--- src/rtl/udp_frame_recv_if.sv ---
// Bus bundle for the UDP frame receiver: upstream packet port, unused
// write-back port, and the DRAM write-data / command FIFO pushes.
// "master" is the environment side, "slave" is the receiver.
interface udp_frame_recv_if;

    // Upstream packet port
    logic        r_req;
    logic        r_enable;
    logic        r_ack;
    logic [31:0] r_data;

    // Write-back port (not used by this receiver)
    logic        w_req;
    logic        w_enable;
    logic        w_ack;
    logic [31:0] w_data;

    // DRAM write-data FIFO: {strb[3:0], data[31:0]}
    logic [35:0] data_in;
    logic        data_we;

    // DRAM command FIFO: {len[7:0] words, byte addr[31:0]}
    logic [39:0] ctrl_in;
    logic        ctrl_we;
    logic        ctrl_ready;

    modport master (
        output r_req, r_enable, r_data, w_ack, ctrl_ready,
        input  r_ack, w_req, w_enable, w_data, data_in, data_we, ctrl_in, ctrl_we
    );

    modport slave (
        input  r_req, r_enable, r_data, w_ack, ctrl_ready,
        output r_ack, w_req, w_enable, w_data, data_in, data_we, ctrl_in, ctrl_we
    );

endinterface

--- src/rtl/udp_frame_recv.sv ---
// UDP video frame receiver. Parses one packet per r_enable burst (header,
// word offset, payload), streams the payload into the DRAM write-data FIFO
// with tail byte strobes, then issues burst-split write commands. Frames
// rotate among NUM_BUF buffers whenever a valid packet carries offset 0.
module udp_frame_recv #(
    parameter int          NUM_BUF       = 2,
    parameter logic [31:0] FRAME_BASE    = 32'h0000_0000,
    parameter logic [31:0] FRAME_STRIDE  = 32'h0200_0000,
    parameter int          HDR_WORDS     = 4,
    parameter int          LEN_IDX       = 3,
    parameter int          MAX_BURST     = 64,
    parameter int          MAX_PKT_WORDS = 512
) (
    input  logic                       clk,
    input  logic                       rst,
    udp_frame_recv_if.slave            bus,
    output logic [$clog2(NUM_BUF)-1:0] frame_select,
    output logic                       frame_done,
    output logic [15:0]                pkt_cnt,
    output logic [15:0]                drop_cnt
);

    localparam int SEL_W     = $clog2(NUM_BUF);
    localparam int CNT_MAX   = (MAX_PKT_WORDS > HDR_WORDS) ? MAX_PKT_WORDS : HDR_WORDS;
    localparam int CNT_W     = $clog2(CNT_MAX + 1);
    // A burst can never exceed the largest packet, so cap it there to keep
    // the constant representable in the remaining-word counter.
    localparam int BURST_CAP = (MAX_BURST < MAX_PKT_WORDS) ? MAX_BURST : MAX_PKT_WORDS;

    localparam logic [CNT_W-1:0] LEN_IDX_C   = CNT_W'(LEN_IDX);
    localparam logic [CNT_W-1:0] HDR_LAST_C  = CNT_W'(HDR_WORDS - 1);
    localparam logic [CNT_W-1:0] BURST_CAP_C = CNT_W'(BURST_CAP);
    localparam logic [SEL_W-1:0] WR_BUF_RST  = SEL_W'(1 % NUM_BUF);

    typedef enum logic [2:0] {
        IDLE,
        HEADER,
        ADDR,
        DATA,
        DROP,
        ACCEPT,
        WAIT
    } state_t;

    typedef enum logic [0:0] {
        C_IDLE  = 1'b0,
        C_ISSUE = 1'b1
    } c_state_t;

    state_t   state_reg, state_next;
    c_state_t c_state_reg, c_state_next;

    // Registered upstream word/enable
    logic [31:0] data_reg;
    logic        en_reg;

    // Packet parsing state
    logic [CNT_W-1:0] cnt_reg;
    logic [31:0]      l_reg;
    logic [31:0]      off_reg;
    logic [CNT_W-1:0] p_reg;
    logic [SEL_W-1:0] wr_buf_reg;
    logic [SEL_W-1:0] frame_select_reg;
    logic             frame_done_reg;
    logic [15:0]      pkt_cnt_reg;
    logic [15:0]      drop_cnt_reg;

    // Command engine state
    logic [CNT_W-1:0] rem_reg;
    logic [31:0]      addr_reg;

    // Control strobes from the main FSM
    logic cnt_clr;
    logic cnt_inc;
    logic latch_len;
    logic latch_addr;
    logic rotate;
    logic drop_inc;
    logic accept;

    logic        r_ack;
    logic        data_we;
    logic        ctrl_we;
    logic [3:0]  strb;
    logic        is_last;
    logic [2:0]  tail_bytes;
    logic [31:0] ceil_words;
    logic [31:0] p_full;
    logic        pkt_bad;
    logic [CNT_W-1:0] burst_w;
    logic [31:0] frame_addr;

    // Payload length in words excluding the offset word; the ceil is built
    // from the shifted length so it cannot overflow for L near 2^32.
    assign ceil_words = {2'b00, l_reg[31:2]} + {31'd0, |l_reg[1:0]};
    assign p_full     = ceil_words - 32'd1;
    assign pkt_bad    = (l_reg < 32'd8) || (p_full > 32'(MAX_PKT_WORDS));

    assign r_ack = (state_reg == IDLE) && (c_state_reg == C_IDLE);

    // Tail strobes: on the last payload word only the first L mod 4 lanes
    // carry data (all four when L is a multiple of 4).
    assign is_last    = (cnt_reg == p_reg - CNT_W'(1));
    assign tail_bytes = (l_reg[1:0] == 2'd0) ? 3'd4 : {1'b0, l_reg[1:0]};

    genvar gi;
    generate
        for (gi = 0; gi < 4; gi++) begin : g_lane
            assign strb[gi] = !is_last || (3'(gi) < tail_bytes);
        end
    endgenerate

    assign burst_w    = (rem_reg > BURST_CAP_C) ? BURST_CAP_C : rem_reg;
    assign frame_addr = FRAME_BASE + (32'(wr_buf_reg) * FRAME_STRIDE) + {off_reg[29:0], 2'b00};

    // Capture the upstream word and enable; parsing runs one cycle behind.
    always_ff @(posedge clk or posedge rst) begin
        if (rst) begin
            data_reg <= '0;
            en_reg   <= 1'b0;
        end else begin
            data_reg <= bus.r_data;
            en_reg   <= bus.r_enable;
        end
    end

    // Main FSM state register.
    always_ff @(posedge clk or posedge rst) begin
        if (rst) begin
            state_reg <= IDLE;
        end else begin
            state_reg <= state_next;
        end
    end

    // Main FSM next-state and control strobes.
    always_comb begin
        state_next = state_reg;
        cnt_clr    = 1'b0;
        cnt_inc    = 1'b0;
        latch_len  = 1'b0;
        latch_addr = 1'b0;
        rotate     = 1'b0;
        drop_inc   = 1'b0;
        accept     = 1'b0;
        data_we    = 1'b0;
        case (state_reg)
            IDLE: begin
                if (bus.r_enable && r_ack) begin
                    state_next = HEADER;
                    cnt_clr    = 1'b1;
                end
            end
            HEADER: begin
                if (!en_reg) begin
                    state_next = IDLE;
                    drop_inc   = 1'b1;
                end else begin
                    latch_len = (cnt_reg == LEN_IDX_C);
                    if (cnt_reg == HDR_LAST_C) begin
                        state_next = ADDR;
                        cnt_clr    = 1'b1;
                    end else begin
                        cnt_inc = 1'b1;
                    end
                end
            end
            ADDR: begin
                if (!en_reg) begin
                    state_next = IDLE;
                    drop_inc   = 1'b1;
                end else begin
                    latch_addr = 1'b1;
                    if (pkt_bad) begin
                        state_next = DROP;
                    end else begin
                        state_next = DATA;
                        cnt_clr    = 1'b1;
                        rotate     = (data_reg == 32'd0);
                    end
                end
            end
            DATA: begin
                if (!en_reg) begin
                    state_next = IDLE;
                    drop_inc   = 1'b1;
                end else begin
                    data_we = 1'b1;
                    if (is_last) begin
                        state_next = ACCEPT;
                    end else begin
                        cnt_inc = 1'b1;
                    end
                end
            end
            DROP: begin
                drop_inc   = 1'b1;
                state_next = WAIT;
            end
            ACCEPT: begin
                accept     = 1'b1;
                state_next = WAIT;
            end
            WAIT: begin
                // Trailing words beyond the payload are ignored here.
                if (!bus.r_enable) begin
                    state_next = IDLE;
                end
            end
            default: state_next = IDLE;
        endcase
    end

    // Packet datapath: counters, latched header fields, buffer rotation.
    always_ff @(posedge clk or posedge rst) begin
        if (rst) begin
            cnt_reg          <= '0;
            l_reg            <= '0;
            off_reg          <= '0;
            p_reg            <= '0;
            wr_buf_reg       <= WR_BUF_RST;
            frame_select_reg <= '0;
            frame_done_reg   <= 1'b0;
            pkt_cnt_reg      <= '0;
            drop_cnt_reg     <= '0;
        end else begin
            frame_done_reg <= 1'b0;
            if (cnt_clr) begin
                cnt_reg <= '0;
            end else if (cnt_inc) begin
                cnt_reg <= cnt_reg + CNT_W'(1);
            end
            if (latch_len) begin
                l_reg <= data_reg;
            end
            if (latch_addr) begin
                off_reg <= data_reg;
                p_reg   <= p_full[CNT_W-1:0];
            end
            // Rotation happens in ADDR so the address latched in ACCEPT
            // already points into the newly selected buffer.
            if (rotate) begin
                frame_select_reg <= wr_buf_reg;
                wr_buf_reg       <= wr_buf_reg + SEL_W'(1);
                frame_done_reg   <= 1'b1;
            end
            if (drop_inc) begin
                drop_cnt_reg <= drop_cnt_reg + 16'd1;
            end
            if (accept) begin
                pkt_cnt_reg <= pkt_cnt_reg + 16'd1;
            end
        end
    end

    // Command engine state register.
    always_ff @(posedge clk or posedge rst) begin
        if (rst) begin
            c_state_reg <= C_IDLE;
        end else begin
            c_state_reg <= c_state_next;
        end
    end

    // Command engine next-state: push one burst per ready cycle.
    always_comb begin
        c_state_next = c_state_reg;
        ctrl_we      = 1'b0;
        case (c_state_reg)
            C_IDLE: begin
                if (accept) begin
                    c_state_next = C_ISSUE;
                end
            end
            C_ISSUE: begin
                ctrl_we = bus.ctrl_ready;
                if (bus.ctrl_ready && (rem_reg == burst_w)) begin
                    c_state_next = C_IDLE;
                end
            end
            default: c_state_next = C_IDLE;
        endcase
    end

    // Command datapath: remaining words and next byte address; both hold
    // while the command FIFO is not ready so ctrl_in stays stable.
    always_ff @(posedge clk or posedge rst) begin
        if (rst) begin
            rem_reg  <= '0;
            addr_reg <= '0;
        end else if (accept) begin
            rem_reg  <= p_reg;
            addr_reg <= frame_addr;
        end else if (ctrl_we) begin
            rem_reg  <= rem_reg - burst_w;
            addr_reg <= addr_reg + (32'(burst_w) << 2);
        end
    end

    assign bus.r_ack    = r_ack;
    assign bus.w_req    = 1'b0;
    assign bus.w_enable = 1'b0;
    assign bus.w_data   = 32'd0;
    assign bus.data_in  = {strb, data_reg};
    assign bus.data_we  = data_we;
    assign bus.ctrl_in  = {8'(burst_w), addr_reg};
    assign bus.ctrl_we  = ctrl_we;

    assign frame_select = frame_select_reg;
    assign frame_done   = frame_done_reg;
    assign pkt_cnt      = pkt_cnt_reg;
    assign drop_cnt     = drop_cnt_reg;

    // Inputs with no function in this receiver, and offset bits shifted out.
    logic unused_ok;
    assign unused_ok = ^{bus.r_req, bus.w_ack, off_reg[31:30]};

endmodule

--- src/flat_wrapper.sv ---
// flat-port wrapper written by rule: the top's interface ports become plain ports
module udp_frame_recv_flat 
#(
    parameter int          NUM_BUF       = 2,
    parameter logic [31:0] FRAME_BASE    = 32'h0000_0000,
    parameter logic [31:0] FRAME_STRIDE  = 32'h0200_0000,
    parameter int          HDR_WORDS     = 4,
    parameter int          LEN_IDX       = 3,
    parameter int          MAX_BURST     = 64,
    parameter int          MAX_PKT_WORDS = 512
)
  (clk, rst, frame_select, frame_done, pkt_cnt, drop_cnt, bus_r_req, bus_r_enable, bus_r_data, bus_w_ack, bus_ctrl_ready, bus_r_ack, bus_w_req, bus_w_enable, bus_w_data, bus_data_in, bus_data_we, bus_ctrl_in, bus_ctrl_we);
  udp_frame_recv_if bus_i ();
  input  logic clk;
  input  logic rst;
  output logic [$clog2(NUM_BUF)-1:0] frame_select;
  output logic frame_done;
  output logic [15:0] pkt_cnt;
  output logic [15:0] drop_cnt;
  input wire logic [$bits(bus_i.r_req)-1:0] bus_r_req;
  input wire logic [$bits(bus_i.r_enable)-1:0] bus_r_enable;
  input wire logic [$bits(bus_i.r_data)-1:0] bus_r_data;
  input wire logic [$bits(bus_i.w_ack)-1:0] bus_w_ack;
  input wire logic [$bits(bus_i.ctrl_ready)-1:0] bus_ctrl_ready;
  output wire logic [$bits(bus_i.r_ack)-1:0] bus_r_ack;
  output wire logic [$bits(bus_i.w_req)-1:0] bus_w_req;
  output wire logic [$bits(bus_i.w_enable)-1:0] bus_w_enable;
  output wire logic [$bits(bus_i.w_data)-1:0] bus_w_data;
  output wire logic [$bits(bus_i.data_in)-1:0] bus_data_in;
  output wire logic [$bits(bus_i.data_we)-1:0] bus_data_we;
  output wire logic [$bits(bus_i.ctrl_in)-1:0] bus_ctrl_in;
  output wire logic [$bits(bus_i.ctrl_we)-1:0] bus_ctrl_we;
  assign bus_i.r_req = bus_r_req;
  assign bus_i.r_enable = bus_r_enable;
  assign bus_i.r_data = bus_r_data;
  assign bus_i.w_ack = bus_w_ack;
  assign bus_i.ctrl_ready = bus_ctrl_ready;
  assign bus_r_ack = bus_i.r_ack;
  assign bus_w_req = bus_i.w_req;
  assign bus_w_enable = bus_i.w_enable;
  assign bus_w_data = bus_i.w_data;
  assign bus_data_in = bus_i.data_in;
  assign bus_data_we = bus_i.data_we;
  assign bus_ctrl_in = bus_i.ctrl_in;
  assign bus_ctrl_we = bus_i.ctrl_we;
  udp_frame_recv #(.NUM_BUF(NUM_BUF), .FRAME_BASE(FRAME_BASE), .FRAME_STRIDE(FRAME_STRIDE), .HDR_WORDS(HDR_WORDS), .LEN_IDX(LEN_IDX), .MAX_BURST(MAX_BURST), .MAX_PKT_WORDS(MAX_PKT_WORDS)) u_core (.clk(clk), .rst(rst), .bus(bus_i), .frame_select(frame_select), .frame_done(frame_done), .pkt_cnt(pkt_cnt), .drop_cnt(drop_cnt));
endmodule
--- config.mk ---
export PLATFORM = sky130hd
export DESIGN_NAME = udp_frame_recv_flat
export DESIGN_NICKNAME = d
export VERILOG_FILES = /design/src/rtl/udp_frame_recv_if.sv /design/src/rtl/udp_frame_recv.sv /design/src/flat_wrapper.sv
export SDC_FILE = /design/constraint.sdc
export NUM_CORES = 1
export LEC_CHECK = 0
export CAP_MARGIN = 10
export CELL_PAD_IN_SITES_DETAIL_PLACEMENT = 2
export CELL_PAD_IN_SITES_GLOBAL_PLACEMENT = 2
export CORE_MARGIN = 8
export CORE_UTILIZATION = 33
export CTS_CLUSTER_SIZE = 12
export DETAILED_ROUTE_END_ITERATION = 7
export PLACE_DENSITY_LB_ADDON = 0.1
export SYNTH_ARGS = -nofsm -noshare
export SYNTH_HDL_FRONTEND = slang
export SYNTH_SLANG_ARGS = --single-unit
--- constraint.sdc ---
create_clock -name clk -period 6.9 [get_ports clk]
set_clock_uncertainty 0.05 [all_clocks]
set_input_delay 1.035 -clock clk [delete_from_list [all_inputs] [get_ports clk]]
set_output_delay 1.035 -clock clk [all_outputs]
set_load 0.1 [all_outputs]
==> key figures <==
Clock network
  • Total CTS buffers: 17
  • TritonCTS clock tree: built
  • Root Buffer: clkbuf_16
  • CTS max path bufs: 2
  • Setup bufs post-CTS: 0
  • Clk sink count: 194
  • Worst-Skew Late Latency: 0.45 ns
  • Worst-path clk slew: 0.07 ns
  • Hold Buf Count CTS: 0
  • H-tree depth: 4
  • PostCTS Resize Cnt: 0

Synthesis
  • Sequential fraction of the synthesis area: 0.445
  • Mapped cell area: 0.0109 mm2
  • Synthesis Warnings: 0
  • Synth cell types: 83
  • Ys flop type: dfrtp_1
  • EDFF count, synth: 0
  • Syn avg cell area: 9.19 um2
  • Async S/R FF share, synth: 1.00
  • Flops & latches, synth: 194
  • Mapped Cells: 1186

Floorplanning
  • Core area: 0.0325 mm2
  • Die Span X: 198 um
  • Die footprint: 0.0391 mm2
  • Cell Rows: 66
  • Initial core utilization: 0.335
  • I/O pin count: 185
  • Die Ht: 198 um

STA
  • RSZ-0062 raised after global routing: false
  • Post-layout min period: 6.23 ns
  • Fmax: 161 MHz
  • Fin. Hold Viols: 0
  • Hold_ws: 0.422 ns
  • Final worst-path cycle share: 0.902
  • Worst-margin pin slew: 1.07 ns
  • Setup TNS: 0 ns
  • Final setup vio count: 0
  • Final slew viol count: 0
  • Slew headroom: 0.281

Power
  • Worst VDD drop: 0.214 mV
  • Pwr per Cell Area: 495 mW/mm2
  • P_leak: 5.60 nW
  • PnR Total Power: 6.54 mW

Worst hold path
  • Beginning of the worst hold path: u_core.pkt_cnt[15]$_DFFE_PP0P_
  • HP Class: flip-flop to flip-flop

Global route
  • First-pass GRT wire length: 59500 um
  • Largest net degree at the start of global routing: 88
  • Initial antenna violation count: 3
  • Congestion Overflow GR: 0
  • Vias in the first global route: 10.3k
  • Total track usage: 0.195

Route
  • Post-route ant nets: 0
  • Vias per cell: 5.25
  • Number of DRC markers in iteration 0: 315
  • WL final: 37400 um
  • DRC Markers: 0
  • Vias: 9237
  • Number of detailed-route iterations in the first pass: 4
  • Post-DR wirelength/cell: 21.3 um

Critical path
  • Critical path endpoint: u_core.state_reg[1]$_DFFE_PP0P_
  • Kind of critical path: flip-flop to flip-flop
  • R2r startpoint: u_core.l_reg[0]$_DFFE_PP0P_
  • CP Capture Type: flip-flop
  • Crit. Startpoint: u_core.l_reg[0]$_DFFE_PP0P_
  • Startpoint Class: flip-flop
  • Worst Reg2Reg Path Length in Cells: 15
  • WP data required: 7.23 ns
  • Data arrival, critical path: 6.55 ns
  • R2r setup slk: 0.67 ns
  • CP max FO: 12
  • R2r endpoint: u_core.state_reg[1]$_DFFE_PP0P_

Layout
  • Layout Cells excl Fill: 1759
  • Layout cell share with drive strength beyond 1: 0.0759
  • Most common cell after layout, fill and taps aside: nand2_1
  • Area grow syn2layout: 21.2%
  • Ant. Diodes: 0
  • Most frequent cells in the layout: nand2_1, dfrtp_1, clkdlybuf4s50_1, xnor2_1, nor2_1
  • # nets final: 1366
  • Final instance area: 0.0132 mm2

Place
  • DP HPWL: 27500 um
  • DP Area: 0.0126 mm2
  • Gpl congestion: 0.848
  • I/O Buffers: 145
  • Dpl cells: 1727

Job
  • # Max-Cap Violations: 0

Outcome
  • Status: completed
where the power goes:
group	internal, mW	switching, mW	leakage (nW)
clock network	0.521	0.499	0.290
registers	1.50	0.562	2.47
logic	1.12	2.33	2.83
total	3.14	3.40	5.60
cells by family (layout without fill, tap and decap cells):
| family | Yosys count | after routing | synth area share |
|---|---|---|---|
| buf+inv | 135 | 227 | 0.0613 |
| mux | 43 | 43 | 0.0435 |
| fa+ha+maj | 24 | 24 | 0.0282 |
| simple gates | 498 | 498 | 0.225 |
| flops | 194 | 194 | 0.445 |
| other cells | 2 | 41 | 0.000689 |
| compound gates | 184 | 184 | 0.110 |
| xor+xnor | 106 | 106 | 0.0864 |
worst min-delay path by stage:
| stage | endpoint | slack (ns) | cells after the start |
|---|---|---|---|
| 2_1_floorplan | u_core.off_reg[1]$_DFFE_PP0P_ | 0.40 | 2 |
| 3_3_place_gp | u_core.pkt_cnt[15]$_DFFE_PP0P_ | 0.41 | 1 |
| 3_5_place_dp | u_core.pkt_cnt[15]$_DFFE_PP0P_ | 0.41 | 1 |
| 4_1_cts | u_core.pkt_cnt[15]$_DFFE_PP0P_ | 0.42 | 1 |
| 5_1_grt | u_core.pkt_cnt[6]$_DFFE_PP0P_ | 0.46 | 1 |
| 6_report | u_core.pkt_cnt[15]$_DFFE_PP0P_ | 0.42 | 1 |
worst max-delay path: stages, from the launching register on:
cell	delay [ns]
dfrtp_1	0.37
inv_1	0.06
ha_1	0.21
inv_1	0.10
ha_1	0.41
ha_1	0.54
nand3_2	0.26
a2111oi_0	0.61
o31ai_2	0.16
nor4_4	0.69
a211o_1	0.24
or4b_1	0.45
or4_1	0.46
nor4_2	0.72
and3_1	0.58
a2bb2oi_1	0.21
final cells by class:
type | count | area (um2)
sequential | 194 | 4860
timing repair buffer | 155 | 1530
tap | 442 | 553
inverter | 40 | 158
multi-input combinational | 896 | 5530
fill | 3625 | 19300
clock inverter | 14 | 145
clock buffer | 18 | 439
Yosys cell counts, types with 6 or more instances:
master	number	share of area
a21oi_1	45	0.021
a31oi_1	13	0.0075
nand2_1	200	0.069
inv_1	40	0.014
buf_4	37	0.025
nor2_1	74	0.025
buf_2	12	0.0055
nor3_1	49	0.022
mux2i_1	8	0.0073
xor2_1	25	0.020
a211oi_1	10	0.0069
nand3_1	43	0.020
o21ai_0	58	0.027
nand2b_1	7	0.0040
clkbuf_1	42	0.014
dfrtp_1	193	0.44
or4_1	6	0.0041
o211ai_1	6	0.0041
ha_1	23	0.026
and3_1	21	0.012
or3_1	11	0.0063
and2_1	7	0.0040
nor4_1	22	0.013
xnor2_1	80	0.064
nand4_1	25	0.014
mux2_2	34	0.035
metrics by stage:
| stage | worst slack (ns) | util |
|---|---|---|
| global placement | 0.954 | 0.388 |
| finish | 0.674 | 0.406 |
| CTS | 0.675 | 0.406 |
| detailed placement | 0.737 | 0.388 |
| floorplan | 0.533 | - |
| global route | 0.343 | 0.406 |
layer usage:
metal / share of wire / vias to the layer above / global-route usage
li1: - / 4293 / -
met1: 0.44 / 4736 / 0.239
met2: 0.49 / 159 / 0.335
met3: 0.046 / 43 / 0.0484
met4: 0.018 / 6 / 0.0559
met5: 0.00099 / - / 0
Power figures use the tool's default switching activity.
